`config.mk`:
```
export PLATFORM = sky130hd
export DESIGN_NAME = vga_plot_arbiter
export DESIGN_NICKNAME = d
export VERILOG_FILES = /design/src/rtl/vga_plot_arbiter.sv
export SDC_FILE = /design/constraint.sdc
export NUM_CORES = 1
export LEC_CHECK = 0
export CELL_PAD_IN_SITES_DETAIL_PLACEMENT = 1
export CELL_PAD_IN_SITES_GLOBAL_PLACEMENT = 1
export CORE_MARGIN = 2
export CORE_UTILIZATION = 27
export CTS_CLUSTER_SIZE = 8
export DETAILED_ROUTE_END_ITERATION = 10
export GPL_ROUTABILITY_DRIVEN = 0
export PLACE_DENSITY_LB_ADDON = 0.1
export SLEW_MARGIN = 10
export SYNTH_ARGS = -nofsm -noshare
export SYNTH_HDL_FRONTEND = slang
export SYNTH_SLANG_ARGS = --single-unit
```
`constraint.sdc`:
```
create_clock -name clk -period 4.6 [get_ports clk]
set_input_delay 0.92 -clock clk [delete_from_list [all_inputs] [get_ports clk]]
set_output_delay 0.92 -clock clk [all_outputs]
set_load 0.01 [all_outputs]
```
`src/rtl/vga_plot_arbiter.sv`:
```
// vga_plot_arbiter
//   Round-robin owner arbiter for the single VGA pixel-write port. One drawing
//   engine owns the port from grant until it drops req, so a multi-pixel burst
//   is never interleaved with another engine's pixels. Pixel data is muxed
//   only from the current owner and registered once before reaching the
//   vga_adapter inputs.
//   Optional feature macro: VGA_ARB_WATCHDOG_EN -- bounds each ownership to
//   TIMEOUT cycles and pulses `timeout` on a forced release. Without it the
//   ownership is unbounded and `timeout` stays low.
module vga_plot_arbiter #(
    parameter int N_REQ   = 4,
    parameter int TIMEOUT = 1023,
    parameter int X_W     = 9,
    parameter int Y_W     = 8,
    parameter int C_W     = 3
) (
    input  logic                   clk,
    input  logic                   resetn,
    input  logic [N_REQ-1:0]       req,
    input  logic [N_REQ-1:0]       plot_in,
    input  logic [N_REQ*X_W-1:0]   x_in,
    input  logic [N_REQ*Y_W-1:0]   y_in,
    input  logic [N_REQ*C_W-1:0]   color_in,
    output logic [N_REQ-1:0]       grant,
    output logic                   busy,
    output logic                   vga_plot,
    output logic [X_W-1:0]         vga_x,
    output logic [Y_W-1:0]         vga_y,
    output logic [C_W-1:0]         vga_color,
    output logic                   timeout
);

    localparam int PTR_W = (N_REQ > 1) ? $clog2(N_REQ) : 1;

    localparam logic [1:0] ST_IDLE = 2'd0;
    localparam logic [1:0] ST_OWN  = 2'd1;
    localparam logic [1:0] ST_GAP  = 2'd2;

    // Elaboration-time parameter sanity checks.
    if (N_REQ < 2 || N_REQ > 8) begin : g_bad_n_req
        $error("vga_plot_arbiter: N_REQ must be 2..8");
    end
    if (TIMEOUT < 2) begin : g_bad_timeout
        $error("vga_plot_arbiter: TIMEOUT must be at least 2");
    end

    logic [1:0]         state;
    logic [PTR_W-1:0]   ptr;        // last winner; doubles as the owner index
    logic [N_REQ-1:0]   eff_req;    // requests eligible for arbitration
    logic [PTR_W-1:0]   winner;
    logic [PTR_W-1:0]   cand;
    logic               found;
    int                 rr_idx;
    logic               owner_req;
    logic               owner_plot;
    logic               force_rel;  // watchdog forced release this cycle

    assign owner_req  = req[ptr];
    assign owner_plot = plot_in[ptr];

    function automatic logic [N_REQ-1:0] onehot(input logic [PTR_W-1:0] idx);
        logic [N_REQ-1:0] v;
        v      = {N_REQ{1'b0}};
        v[idx] = 1'b1;
        return v;
    endfunction

`ifdef VGA_ARB_WATCHDOG_EN
    localparam int CNT_W = (TIMEOUT > 2) ? $clog2(TIMEOUT) : 1;

    logic [CNT_W-1:0] hold_cnt;
    logic [N_REQ-1:0] blocked;      // timed-out owners wait for a req drop

    assign eff_req   = req & ~blocked;
    assign force_rel = (state == ST_OWN) && owner_req &&
                       (hold_cnt == CNT_W'(TIMEOUT - 1));

    // Hold counter: zero while idle so it starts at 0 on entry to OWN.
    always_ff @(posedge clk) begin
        if (!resetn) begin
            hold_cnt <= {CNT_W{1'b0}};
        end else if (state == ST_IDLE) begin
            hold_cnt <= {CNT_W{1'b0}};
        end else if (state == ST_OWN) begin
            hold_cnt <= hold_cnt + {{(CNT_W-1){1'b0}}, 1'b1};
        end else begin
            hold_cnt <= hold_cnt;
        end
    end

    // Block a force-released owner until it drops its req at least once.
    always_ff @(posedge clk) begin
        if (!resetn) begin
            blocked <= {N_REQ{1'b0}};
        end else if (force_rel) begin
            blocked <= (blocked & req) | grant;
        end else begin
            blocked <= blocked & req;
        end
    end
`else
    assign eff_req   = req;
    assign force_rel = 1'b0;
`endif

    // Round-robin pick: first eligible request after the last winner.
    always_comb begin
        winner = ptr;
        found  = 1'b0;
        rr_idx = 0;
        cand   = {PTR_W{1'b0}};
        for (int k = 1; k <= N_REQ; k++) begin
            rr_idx = (int'(ptr) + k) % N_REQ;
            cand   = PTR_W'(rr_idx);
            if (!found && eff_req[cand]) begin
                winner = cand;
                found  = 1'b1;
            end else begin
                winner = winner;
            end
        end
    end

    // Ownership FSM and registered VGA write port.
    always_ff @(posedge clk) begin
        if (!resetn) begin
            state     <= ST_IDLE;
            ptr       <= PTR_W'(N_REQ - 1);
            grant     <= {N_REQ{1'b0}};
            busy      <= 1'b0;
            vga_plot  <= 1'b0;
            vga_x     <= {X_W{1'b0}};
            vga_y     <= {Y_W{1'b0}};
            vga_color <= {C_W{1'b0}};
            timeout   <= 1'b0;
        end else begin
            timeout <= 1'b0;
            case (state)
                ST_IDLE: begin
                    vga_plot <= 1'b0;
                    if (found) begin
                        grant <= onehot(winner);
                        busy  <= 1'b1;
                        ptr   <= winner;
                        state <= ST_OWN;
                    end else begin
                        grant <= {N_REQ{1'b0}};
                        busy  <= 1'b0;
                    end
                end
                ST_OWN: begin
                    if (!owner_req || force_rel) begin
                        grant    <= {N_REQ{1'b0}};
                        busy     <= 1'b0;
                        vga_plot <= 1'b0;
                        timeout  <= force_rel;
                        state    <= ST_GAP;
                    end else begin
                        vga_plot <= owner_plot;
                        // Coordinates only move with a real pixel so they
                        // hold their last value while vga_plot is low.
                        if (owner_plot) begin
                            vga_x     <= x_in[ptr*X_W +: X_W];
                            vga_y     <= y_in[ptr*Y_W +: Y_W];
                            vga_color <= color_in[ptr*C_W +: C_W];
                        end else begin
                            vga_x     <= vga_x;
                            vga_y     <= vga_y;
                            vga_color <= vga_color;
                        end
                    end
                end
                ST_GAP: begin
                    grant    <= {N_REQ{1'b0}};
                    busy     <= 1'b0;
                    vga_plot <= 1'b0;
                    state    <= ST_IDLE;
                end
                default: begin
                    grant    <= {N_REQ{1'b0}};
                    busy     <= 1'b0;
                    vga_plot <= 1'b0;
                    state    <= ST_IDLE;
                end
            endcase
        end
    end

endmodule

```
==> results.toml <==
[outcome]
outcome = "complete, no violations"

[place]
dp_hpwl_um = 3978
placement.io_buffers = 115

[floorplan]
die_height_um = 83.83
die-width_um = 83.83
die_area_um2 = 7027
initial_core_util_pct = 27.57
core_um2 = 6241
rows = 29
io_pins = 117

[synth]
yosys_most_used_dff = "dfxtp_1"
syn-instance-count = 164
synth-edff-count = 0
netlist.top_cell.by_area = "dfxtp_1"
synth-warning-count = 0
async_flop_share_pct = 0
synthesis.area_um2 = 1720
postSynthNetCount = 254
netlist_top_cells_area = "dfxtp_1 (35%), mux4_2 (29%), nand3_1 (5.8%)"
ys_seq_elements = 30
avgSynthCellArea_um2 = 10.49
synth.yosys.seq_area_share_pct = 34.91
yosysTopAreaCellShare_pct = 34.91
ys_types = 32

[routing]
wirelength_met1_um = 2166
detailroute.wirelength.met3_um = 236
dr_wl_met2_um = 2583
highest-signal-layer = "met4"
route.final.wire_length_um = 5031
remaining_drc_errors = 0
drt_pass_1_iters = 4
route.antenna.remaining_nets = 0
dr.first_iter.drc_count = 26
route.detailed.wl_per_inst_um = 14.42
routed_vias = 1670
avgViaCountPerCell = 4.785

[final_layout]
layout-drive-gt1-share_pct = 12.50
n_fill_cell = 709
final_cell_mix = "clkdlybuf4s50_1 (114), dfxtp_1 (29), mux4_2 (22), nand2_1 (22), nand3_1 (20)"
fin_nets = 361
insertedDiodeCount = 0
multi_input_comb_area_um2 = 1016
area_delta_synth_final_pct = 72.00
register_area_um2 = 601.8
mostFrequentLayoutCell = "clkdlybuf4s50_1"

[sta]
skew_ns = 0.005826
ratio_of_final_minimum_period_to_clock_period_pct = 56.61
worst_hold_slack_ns = 0.4613
timing.final.crit_period_ns = 2.604
rsz_0062_raised_after_global_routing = "no"
fin_tns_setup_ns = 0
final_max_slew_viol_count = 0
max_freq_mhz = 384.0
transition_time_of_the_tightest_slew_check_pin_ns = 0.8358
final-hold-violation-count = 0
setup_violations = 0
worst_rel_slew_slack_pct = 44.28

[clock_network]
clock_latency_ns = 0.27
tritoncts = "built"
htree_num_levels = 2
cts.hold.buffers_added = 0
post_cts_resized = 0
cts_made_buffers = 5
cts_root_buffer = "clkbuf_8"
clkSinkCount = 30
clkTransAtPathRegs_ns = 0.06
max-clock-path-buffers = 2
post-cts-setup-buffer-count = 0

[setup_path]
r2r_end = "vga_x[6]$_SDFFE_PN0P_"
crit_family = "simple AND/OR/NAND/NOR gates"
timing.critical_path.from_type = "input port"
worst_path_largest_cell_delay_ns = 0.56
end_kind = "register"
worstPathMaxFanout = 40
r2r_setup_slack_ns = 2.13
timing.critical_path.cells = "clkdlybuf4s50_1 > mux4_2 > nand3_2 > nand3_1 > o21ai_0"
cp-endpoint = "vga_x[6]$_SDFFE_PN0P_"
crit_arrival_ns = 2.73
startpoint = "req[3]"
worstPathBufferInverterCount = 1
timing.critical_path.depth = 5
rr_startpoint = "ptr[1]$_SDFFE_PN1P_"
cp.required_ns = 4.72
crit_type = "input port to register"
r2r.worst_path.cells = 5
cp_slowest_cell = "clkdlybuf4s50_1"

[global_route]
globalRoute.totalOverflow = 0
grt_pass1_vias = 1732
grt_antenna_before_repair = 0
grt_util_all_layers_pct = 14.64
grt_max_degree = 51
grt_pass1_wl_um = 8231

[power]
power_density_nw_per_um2 = 283.0
max-vdd-ir-drop_mv = 0.1280
static-leakage-power_nw = 1.089

[flow_run]
drv_cap = 0

[min_path]
hold_path_class = "register to register"
## layer usage
layer  global-route usage, %  vias up
met3                   3.264        2
met2                   25.67       54
met5                       0        -
li1                        -      831
met4                   5.279        0
met1                   17.52      783
## cell type report
| type | count | area share, % |
|---|---|---|
| Sequential cell | 30 | 20.34 |
| Clock inverter | 1 | 0.1691 |
| Tap cell | 77 | 3.256 |
| Clock buffer | 7 | 2.918 |
| Multi-Input combinational cell | 118 | 34.33 |
| Timing Repair Buffer | 116 | 38.99 |
## worst reg2reg max path: stages, from the launching register on
cell	delay, ns
dfxtp_1	0.74
buf_4	0.37
mux4_2	0.29
nand3_2	0.53
nand3_1	0.28
o21ai_0	0.11
## cells in the mapped netlist, drive strengths merged (2+ instances only)
master	count
dfxtp	30
mux4	22
nand2	22
nand3	21
o21ai	20
buf	12
a22o	4
clkbuf	4
and3	3
nor3	3
a21oi	2
a31oi	2
and3b	2
mux2i	2
nor2	2
nor2b	2
or2b	2
## cell families (layout without fill, tap and decap cells)
logic type,Yosys count,count (layout),synth area share [%]
simple gates,63,63,18.84
other cells,1,1,0.2180
buf+inv,16,124,6.036
flops,30,30,34.91
mux,24,24,29.96
compound gates,30,30,10.04
## state kept, by name (all words and copies together), names as in the netlist
register	flops
busy	1
grant	4
ptr	2
state	2
vga_color	3
vga_plot	1
vga_x	9
vga_y	8
## power breakdown
group	leakage [nW]	total, W	switching (W)	internal, W
registers	0.244	0.000325	0.0000397	0.000285
clock network	0.0482	0.000214	0.0000935	0.000120
logic	0.797	0.000298	0.0000981	0.000200
total	1.09	0.000837	0.000231	0.000606
## worst min path at each step
stage / cells past startpoint / slack (ns) / to / startpoint
global route: 2 / 0.49 / vga_y[4]$_SDFFE_PN0P_ / vga_y[4]$_SDFFE_PN0P_
global placement: 2 / 0.44 / vga_y[4]$_SDFFE_PN0P_ / vga_y[4]$_SDFFE_PN0P_
CTS: 2 / 0.47 / vga_y[6]$_SDFFE_PN0P_ / vga_y[6]$_SDFFE_PN0P_
detailed placement: 2 / 0.46 / vga_y[6]$_SDFFE_PN0P_ / vga_y[6]$_SDFFE_PN0P_
finish: 2 / 0.46 / vga_y[6]$_SDFFE_PN0P_ / vga_y[6]$_SDFFE_PN0P_
floorplan: 2 / 0.48 / vga_y[4]$_SDFFE_PN0P_ / vga_y[4]$_SDFFE_PN0P_
## stage by stage
| stage | worst slack [ns] | power, W | utilization (%) | area (µm²) | cells |
|---|---|---|---|---|---|
| after floorplan | 2.655 | 0.0005022 | - | 1720 | 164 |
| final | 1.996 | 0.0008374 | 47.41 | 2959 | 349 |
| after CTS | 1.963 | 0.0008556 | 47.41 | 2959 | 349 |
| after detailed placement | 1.655 | 0.0006384 | 45.95 | 2868 | 341 |
| after global routing | 1.832 | 0.0008948 | 47.41 | 2959 | 349 |
| after global placement | 1.762 | 0.0006336 | 45.95 | 2868 | 341 |
Power figures use the tool's default switching activity.
